File: config.mk
export PLATFORM = sky130hd
export DESIGN_NAME = tt_harness_seq_flat
export DESIGN_NICKNAME = d
export VERILOG_FILES = /design/src/rtl/tt_harness_seq_if.sv /design/src/rtl/tt_harness_seq.sv /design/src/flat_wrapper.sv
export SDC_FILE = /design/constraint.sdc
export NUM_CORES = 1
export LEC_CHECK = 0
export BUFFER_PORTS_ARGS = -buffer_cell sky130_fd_sc_hd__buf_2
export CORE_ASPECT_RATIO = 0.6
export CORE_MARGIN = 5
export CORE_UTILIZATION = 30
export DETAILED_ROUTE_END_ITERATION = 8
export GPL_ROUTABILITY_DRIVEN = 0
export GPL_TIMING_DRIVEN = 1
export SYNTH_ARGS = -nofsm -noshare
export SYNTH_HDL_FRONTEND = slang
export SYNTH_SLANG_ARGS = --single-unit
File: constraint.sdc
create_clock -name clk -period 5.47 [get_ports clk]
set_input_delay 1.641 -clock clk [delete_from_list [all_inputs] [get_ports clk]]
set_output_delay 1.641 -clock clk [all_outputs]
set_load 0.02 [all_outputs]
File: src/rtl/tt_harness_seq_if.sv
// Load/capture stream bundle between a bench and the harness sequencer.
// Latency: wires only, no storage.
// Backpressure: ld_valid/ld_ready and cap_valid/cap_ready handshakes; transfer when both high.
interface tt_harness_seq_if #(
    parameter int HW = 4,
    parameter int CW = 20
) ();
    logic          ld_valid;
    logic          ld_ready;
    logic [HW+15:0] ld_data;
    logic          cap_valid;
    logic          cap_ready;
    logic [CW-1:0] cap_data;
    logic          cap_ovf;

    // Bench side: produces stimulus entries, consumes captures.
    modport master (
        output ld_valid, ld_data, cap_ready,
        input  ld_ready, cap_valid, cap_data, cap_ovf
    );

    // Harness side: accepts stimulus entries, produces captures.
    modport slave (
        input  ld_valid, ld_data, cap_ready,
        output ld_ready, cap_valid, cap_data, cap_ovf
    );
endinterface

File: src/rtl/tt_harness_seq.sv
// Generic synchronous FIFO with flush; a pop frees space for a push in the same cycle.
// Latency: pushed word visible on pop_dat the cycle after the push.
// Backpressure: push ignored when full unless a pop happens in the same cycle.
module tt_harness_fifo #(
    parameter int W     = 8,
    parameter int DEPTH = 16
) (
    input  logic         clk,
    input  logic         rst_n,
    input  logic         flush,
    input  logic         push,
    input  logic [W-1:0] push_dat,
    input  logic         pop,
    output logic [W-1:0] pop_dat,
    output logic         full,
    output logic         empty
);
    localparam int AW = $clog2(DEPTH);

    logic [W-1:0] mem [DEPTH];
    logic [AW:0]  wr_ptr, rd_ptr;
    logic         do_push, do_pop;

    assign empty   = (wr_ptr == rd_ptr);
    assign full    = (wr_ptr[AW] != rd_ptr[AW]) && (wr_ptr[AW-1:0] == rd_ptr[AW-1:0]);
    assign do_pop  = pop && !empty;
    assign do_push = push && (!full || do_pop);
    assign pop_dat = mem[rd_ptr[AW-1:0]];

    // Pointer update; flush behaves like reset.
    always_ff @(posedge clk) begin
        if (!rst_n || flush) begin
            wr_ptr <= '0;
            rd_ptr <= '0;
        end else begin
            if (do_push) wr_ptr <= wr_ptr + 1'b1;
            if (do_pop)  rd_ptr <= rd_ptr + 1'b1;
        end
    end

    // Storage write; contents need no reset.
    always_ff @(posedge clk) begin
        if (do_push) mem[wr_ptr[AW-1:0]] <= push_dat;
    end
endmodule

// TinyTapeout pad sequencer: resets/enables the DUT, replays a stimulus table, timestamps uo_out changes.
// Latency: RESET one cycle after start, RST_CYCLES reset cycles, then table replay, TAIL drain cycles.
// Backpressure: ld_ready only in IDLE with free table space; captures dropped (cap_ovf) when FIFO full.
module tt_harness_seq #(
    parameter int RST_CYCLES = 8,
    parameter int ENA_LEAD   = 2,
    parameter int DEPTH      = 16,
    parameter int HW         = 4,
    parameter int TAIL       = 4,
    parameter int CAP_DEPTH  = 16,
    parameter int TSW        = 12,
    parameter int CAP_UIO    = 0
) (
    input  logic               clk,
    input  logic               rst_n,
    input  logic               start,
    input  logic               abort,
    tt_harness_seq_if.slave    bus,
    output logic               dut_rst_n,
    output logic               dut_ena,
    output logic [7:0]         dut_ui_in,
    output logic [7:0]         dut_uio_in,
    input  logic [7:0]         dut_uo_out,
    input  logic [7:0]         dut_uio_out,
    input  logic [7:0]         dut_uio_oe,
    output logic               busy,
    output logic               done
);
    localparam int SW   = 8 + 8 * CAP_UIO;
    localparam int AW   = $clog2(DEPTH);
    localparam int CNTW = 16;

    localparam logic [2:0] S_IDLE  = 3'd0;
    localparam logic [2:0] S_RESET = 3'd1;
    localparam logic [2:0] S_RUN   = 3'd2;
    localparam logic [2:0] S_DRAIN = 3'd3;
    localparam logic [2:0] S_DONE  = 3'd4;

    logic [2:0]      state, state_n;
    logic [AW:0]     count, count_n;
    logic [AW-1:0]   idx, idx_n;
    logic [CNTW-1:0] cnt, cnt_n;
    logic [HW+15:0]  tbl [DEPTH];
    logic [HW-1:0]   cur_hold;
    logic [15:0]     nxt_pad;
    logic            ld_fire;

    logic [SW-1:0]   sample, prev;
    logic [TSW-1:0]  ts;
    logic            first, cap_on, cap_push, cap_pop, fifo_full, fifo_empty;

    assign bus.ld_ready = rst_n && !abort && (state == S_IDLE) && (count < (AW+1)'(DEPTH));
    assign ld_fire      = bus.ld_valid && bus.ld_ready;
    assign cur_hold     = tbl[idx][HW+15:16];
    assign nxt_pad      = tbl[idx_n][15:0];
    assign busy         = (state == S_RESET) || (state == S_RUN) || (state == S_DRAIN);
    assign done         = (state == S_DONE);

    // Sequencer next-state: abort wins over everything; cnt is reused as reset, hold and tail counter.
    always_comb begin
        state_n = state;
        count_n = count;
        idx_n   = idx;
        cnt_n   = cnt;
        if (abort) begin
            state_n = S_IDLE;
            count_n = '0;
            idx_n   = '0;
            cnt_n   = '0;
        end else begin
            case (state)
                S_IDLE: begin
                    if (ld_fire) count_n = count + 1'b1;
                    if (start && count != '0) begin
                        state_n = S_RESET;
                        cnt_n   = '0;
                    end
                end
                S_RESET: begin
                    if (cnt == CNTW'(RST_CYCLES - 1)) begin
                        state_n = S_RUN;
                        cnt_n   = '0;
                        idx_n   = '0;
                    end else begin
                        cnt_n = cnt + 1'b1;
                    end
                end
                S_RUN: begin
                    if (cnt == CNTW'(cur_hold)) begin
                        cnt_n = '0;
                        if ({1'b0, idx} == count - 1'b1) state_n = (TAIL == 0) ? S_DONE : S_DRAIN;
                        else                             idx_n   = idx + 1'b1;
                    end else begin
                        cnt_n = cnt + 1'b1;
                    end
                end
                S_DRAIN: begin
                    if (cnt == CNTW'(TAIL - 1)) state_n = S_DONE;
                    else                        cnt_n   = cnt + 1'b1;
                end
                S_DONE: begin
                    if (start) state_n = S_IDLE;
                end
                default: state_n = S_IDLE;
            endcase
        end
    end

    // Sequencer state registers.
    always_ff @(posedge clk) begin
        if (!rst_n) begin
            state <= S_IDLE;
            count <= '0;
            idx   <= '0;
            cnt   <= '0;
        end else begin
            state <= state_n;
            count <= count_n;
            idx   <= idx_n;
            cnt   <= cnt_n;
        end
    end

    // Stimulus table write; ld_fire already excludes reset and abort.
    always_ff @(posedge clk) begin
        if (ld_fire) tbl[count[AW-1:0]] <= bus.ld_data;
    end

    // Pad registers driven from next state so every pad lines up with its state cycle.
    always_ff @(posedge clk) begin
        if (!rst_n) begin
            dut_rst_n  <= 1'b0;
            dut_ena    <= 1'b0;
            dut_ui_in  <= '0;
            dut_uio_in <= '0;
        end else begin
            dut_rst_n <= (state_n == S_RUN) || (state_n == S_DRAIN) || (state_n == S_DONE);
            dut_ena   <= (state_n == S_RUN) || (state_n == S_DRAIN) ||
                         ((state_n == S_RESET) && (cnt_n >= CNTW'(RST_CYCLES - ENA_LEAD)));
            if (state_n == S_RUN) begin
                dut_ui_in  <= nxt_pad[7:0];
                dut_uio_in <= nxt_pad[15:8];
            end else if (state_n != S_DRAIN) begin
                dut_ui_in  <= '0;
                dut_uio_in <= '0;
            end
        end
    end

    generate
        if (CAP_UIO != 0) begin : g_uio
            assign sample = {dut_uio_out & dut_uio_oe, dut_uo_out};
        end else begin : g_uo
            logic sig_unused;
            assign sample     = dut_uo_out;
            assign sig_unused = ^{dut_uio_out, dut_uio_oe};
        end
    endgenerate

    assign cap_on   = (state == S_RUN) || (state == S_DRAIN);
    assign cap_push = cap_on && (first || sample != prev);
    assign cap_pop  = bus.cap_valid && bus.cap_ready;

    // Timestamp restarts on entry to RUN and saturates; prev tracks the last captured-window sample.
    always_ff @(posedge clk) begin
        if (!rst_n) begin
            ts    <= '0;
            first <= 1'b0;
            prev  <= '0;
        end else begin
            if (state == S_RESET && state_n == S_RUN) begin
                ts    <= '0;
                first <= 1'b1;
            end else begin
                first <= 1'b0;
                if (cap_on && ts != '1) ts <= ts + 1'b1;
            end
            if (cap_on) prev <= sample;
        end
    end

    // Sticky overflow: a push was lost because the FIFO was full with no pop.
    always_ff @(posedge clk) begin
        if (!rst_n || abort)                       bus.cap_ovf <= 1'b0;
        else if (cap_push && fifo_full && !cap_pop) bus.cap_ovf <= 1'b1;
    end

    tt_harness_fifo #(.W(TSW + SW), .DEPTH(CAP_DEPTH)) u_cap_fifo (
        .clk      (clk),
        .rst_n    (rst_n),
        .flush    (abort),
        .push     (cap_push),
        .push_dat ({ts, sample}),
        .pop      (cap_pop),
        .pop_dat  (bus.cap_data),
        .full     (fifo_full),
        .empty    (fifo_empty)
    );

    assign bus.cap_valid = !fifo_empty;
endmodule

File: src/flat_wrapper.sv
// flat-port wrapper written by rule: the top's interface ports become plain ports
module tt_harness_seq_flat 
#(
    parameter int RST_CYCLES = 8,
    parameter int ENA_LEAD   = 2,
    parameter int DEPTH      = 16,
    parameter int HW         = 4,
    parameter int TAIL       = 4,
    parameter int CAP_DEPTH  = 16,
    parameter int TSW        = 12,
    parameter int CAP_UIO    = 0
)
  (clk, rst_n, start, abort, dut_rst_n, dut_ena, dut_ui_in, dut_uio_in, dut_uo_out, dut_uio_out, dut_uio_oe, busy, done, bus_ld_valid, bus_ld_data, bus_cap_ready, bus_ld_ready, bus_cap_valid, bus_cap_data, bus_cap_ovf);
  tt_harness_seq_if #(.HW(HW), .CW((TSW + 8))) bus_i ();
  input  logic clk;
  input  logic rst_n;
  input  logic start;
  input  logic abort;
  output logic dut_rst_n;
  output logic dut_ena;
  output logic [7:0] dut_ui_in;
  output logic [7:0] dut_uio_in;
  input  logic [7:0] dut_uo_out;
  input  logic [7:0] dut_uio_out;
  input  logic [7:0] dut_uio_oe;
  output logic busy;
  output logic done;
  input wire logic [$bits(bus_i.ld_valid)-1:0] bus_ld_valid;
  input wire logic [$bits(bus_i.ld_data)-1:0] bus_ld_data;
  input wire logic [$bits(bus_i.cap_ready)-1:0] bus_cap_ready;
  output wire logic [$bits(bus_i.ld_ready)-1:0] bus_ld_ready;
  output wire logic [$bits(bus_i.cap_valid)-1:0] bus_cap_valid;
  output wire logic [$bits(bus_i.cap_data)-1:0] bus_cap_data;
  output wire logic [$bits(bus_i.cap_ovf)-1:0] bus_cap_ovf;
  assign bus_i.ld_valid = bus_ld_valid;
  assign bus_i.ld_data = bus_ld_data;
  assign bus_i.cap_ready = bus_cap_ready;
  assign bus_ld_ready = bus_i.ld_ready;
  assign bus_cap_valid = bus_i.cap_valid;
  assign bus_cap_data = bus_i.cap_data;
  assign bus_cap_ovf = bus_i.cap_ovf;
  tt_harness_seq #(.RST_CYCLES(RST_CYCLES), .ENA_LEAD(ENA_LEAD), .DEPTH(DEPTH), .HW(HW), .TAIL(TAIL), .CAP_DEPTH(CAP_DEPTH), .TSW(TSW), .CAP_UIO(CAP_UIO)) u_core (.clk(clk), .rst_n(rst_n), .start(start), .abort(abort), .bus(bus_i), .dut_rst_n(dut_rst_n), .dut_ena(dut_ena), .dut_ui_in(dut_ui_in), .dut_uio_in(dut_uio_in), .dut_uo_out(dut_uo_out), .dut_uio_out(dut_uio_out), .dut_uio_oe(dut_uio_oe), .busy(busy), .done(done));
endmodule
==> impl_metrics.toml <==
[outcome]
outcome = "complete, no violations"

[timing]
relSlewSlack_pct = 9.06
tightest_slew_ns = 1.36
holdWs_ns = 0.460
fin_crit_sh_pct = 90.3
final_hold_viol_count = 0
fin_skew_ns = 0.0389
rsz0062_at_grt = "no"
tns_ns = 0
finalMaxSlewViolations = 0
fmaxAchievable_mhz = 203
period_needed_ns = 4.94
setup_viol = 0

[floorplan]
dieArea_sq_um = 102000
die_h_um = 250
ios = 93
start_util_pct = 30.4
core_sq_um = 94500
die_w_um = 410
rows = 87

[clock_network]
clk_path_buf_depth = 3
clock_latency_ns = 0.65
cts_setup_buffers = 0
cts-hold-fix-buffers = 0
cts_sinks = 722
cts-resized-gates = 0
cts_inserted_buffers = 70
clk_pin_slew_worst_paths_ns = 0.07
htreeDepth = 3
cts_tree = "built"
root_buffer = "clkbuf_16"

[synthesis]
ys_seq_elements = 722
synth_area_leaders = "edfxtp_1 67%, mux4_2 8.9%, dfxtp_1 5.7%"
synth_edf_count = 640
synth-main-ff-cell = "edfxtp_1"
syn_avg_cell_area_sq_um = 16.7
async_reset_ff_share_pct = 0
yosysUniqueCellTypes = 62
yosys.area.top_type_share_pct = 66.9
seq_area_frac_synth_pct = 72.6
synth_area_sq_um = 28700
synthesis.nets = 1782
netlist_instances = 1720
yosysTopAreaCell = "edfxtp_1"
ys_warn_count = 0

[final_layout]
fin_nets = 1907
drive_above_1_share_pct = 21.8
instances_no_fill = 3150
syn_to_final_growth_pct = 16.3
final_common_cell = "edfxtp_1"
fin_area_sq_um = 33400
nFillCells = 8720
final_cell_mix = "640 x edfxtp_1, 165 x nand2_1, 113 x mux4_2"

[pwr]
power_density_nw_per_um2 = 332
pwr-share-clk_pct = 45.2
p_sw_mw = 2.21
combPwrFrac_pct = 1.0
switching_share_pct = 20.0
p_seq_share_pct = 53.8
p_leak_nw = 10.8
peakVddDrop_mv = 0.191
intPower_mw = 8.88

[drt]
top_layer = "met4"
first_pass_iters = 5
dr_wl_met2_um = 30400
viasPerCell = 5.11
drc = 0
dr_wl_met3_um = 5100
via_count = 16100
routed_wl_um = 71000
wl_per_cell_um = 22.5
drt-met1-wl_um = 34200
drtIter0Drc = 1587
ant_nets = 0

[job]
drv_cap = 0

[critical_path]
cp_max_fo = 43
required_ns = 6.00
worstSetupStartpointType = "flip-flop"
r2r_cells = 12
crit_path_end_kind = "flip-flop"
path_class = "flip-flop to flip-flop"
arrival_ns = 5.46

[worst_hold_path]
worstHoldPathType = "flip-flop to flip-flop"
holdPathStages = 2

[grt]
grt_max_degree = 62
grt_usage_pct = 13.7
globalRoute.totalOverflow = 0
grt_pass1_wl_um = 105000
first_global_vias = 15700
antenna_found_initial = 2

[place]
hpwl_um = 42100
dpl-instance-area_sq_um = 31000
io_buffers = 76
placedCellCount = 3019
## power groups by stage
stage	Clock, mW	Combinational, mW	Sequential, mW
finish	5.02	0.108	5.97
global route	5.38	0.119	5.97
CTS	5.14	0.109	5.97
detailed placement	0	0.109	6.09
global placement	0	0.102	6.09
floorplan	0	0.0305	6.09
## metal layers
layer | global-route usage (%) | vias up
met5 | 0 | -
met4 | 3.47 | 0
met3 | 2.69 | 88
met2 | 19.6 | 596
met1 | 21.1 | 8379
li1 | - | 7046
## through the flow
stage	utilization [%]	setup slack (ns)	power [mW]
global placement	32.8	0.555	6.19
finish	35.4	0.532	11.1
floorplan	-	0.451	6.12
global route	35.4	0.230	11.5
CTS	35.4	0.516	11.2
detailed placement	32.8	0.540	6.20
## path summary, 6_finish.rpt
kind,slack [ns],from,endpoint
setup / recovery,0.53,u_core.idx[2],u_core.dut_uio_in[5]
hold / removal,0.46,u_core.dut_ui_in[5],u_core.dut_ui_in[5]
setup reg to reg,0.53,u_core.idx[2],u_core.dut_uio_in[5]
hold reg to reg,0.46,u_core.dut_ui_in[5],u_core.dut_ui_in[5]
## cell families after synthesis
kind of cell / Yosys count / synth area share [%]
xor+xnor: 45 / 1.37
mux: 192 / 11.7
buf+inv: 103 / 1.49
flops: 722 / 72.6
simple gates: 445 / 7.30
fa+ha+maj: 12 / 0.522
compound gates: 201 / 5.08
## worst max-delay path, cell delays in order (launching register included)
cell and delay [ns]:
dfxtp_1 0.68, mux4_2 0.57, mux4_2 0.52, xor2_1 0.17
or3b_1 0.45, a211o_1 0.37, nor3_4 0.39, mux2_4 0.63
buf_4 0.27, mux2i_1 0.19, mux2i_1 0.10, o2bb2ai_1 0.17
a221o_1 0.28
## sequential cells by signal (all words and copies together) (netlist names), 8 cells and up, named ones only
name                   count
u_core.ts                 12
u_core.tbl               320
u_core.prev                8
u_core.u_cap_fifo.mem    320
u_core.dut_ui_in           8
u_core.dut_uio_in          8
u_core.cnt                16
## cells in the mapped netlist, drive strengths merged (27+ instances only)
library cell / n
a221oi: 31
buf: 36
clkbuf: 58
dfxtp: 82
edfxtp: 640
mux2i: 70
mux4: 113
nand2: 165
nand3: 27
nand4: 27
nor2: 104
o21ai: 33
xor2: 27
## area by class of cell
| type | count | area, sq um | area share (%) |
|---|---|---|---|
| diodes | 2 | 5.00 | 0.0150 |
| clock buffers | 91 | 1910 | 5.72 |
| clock inverters | 38 | 500 | 1.50 |
| inverters | 9 | 33.8 | 0.101 |
| multi-input cells | 895 | 7580 | 22.7 |
| flip-flops and latches | 722 | 20900 | 62.4 |
| well taps | 1246 | 1560 | 4.66 |
| repair buffers | 147 | 963 | 2.88 |
No activity file was read; power rests on OpenSTA's default activity.
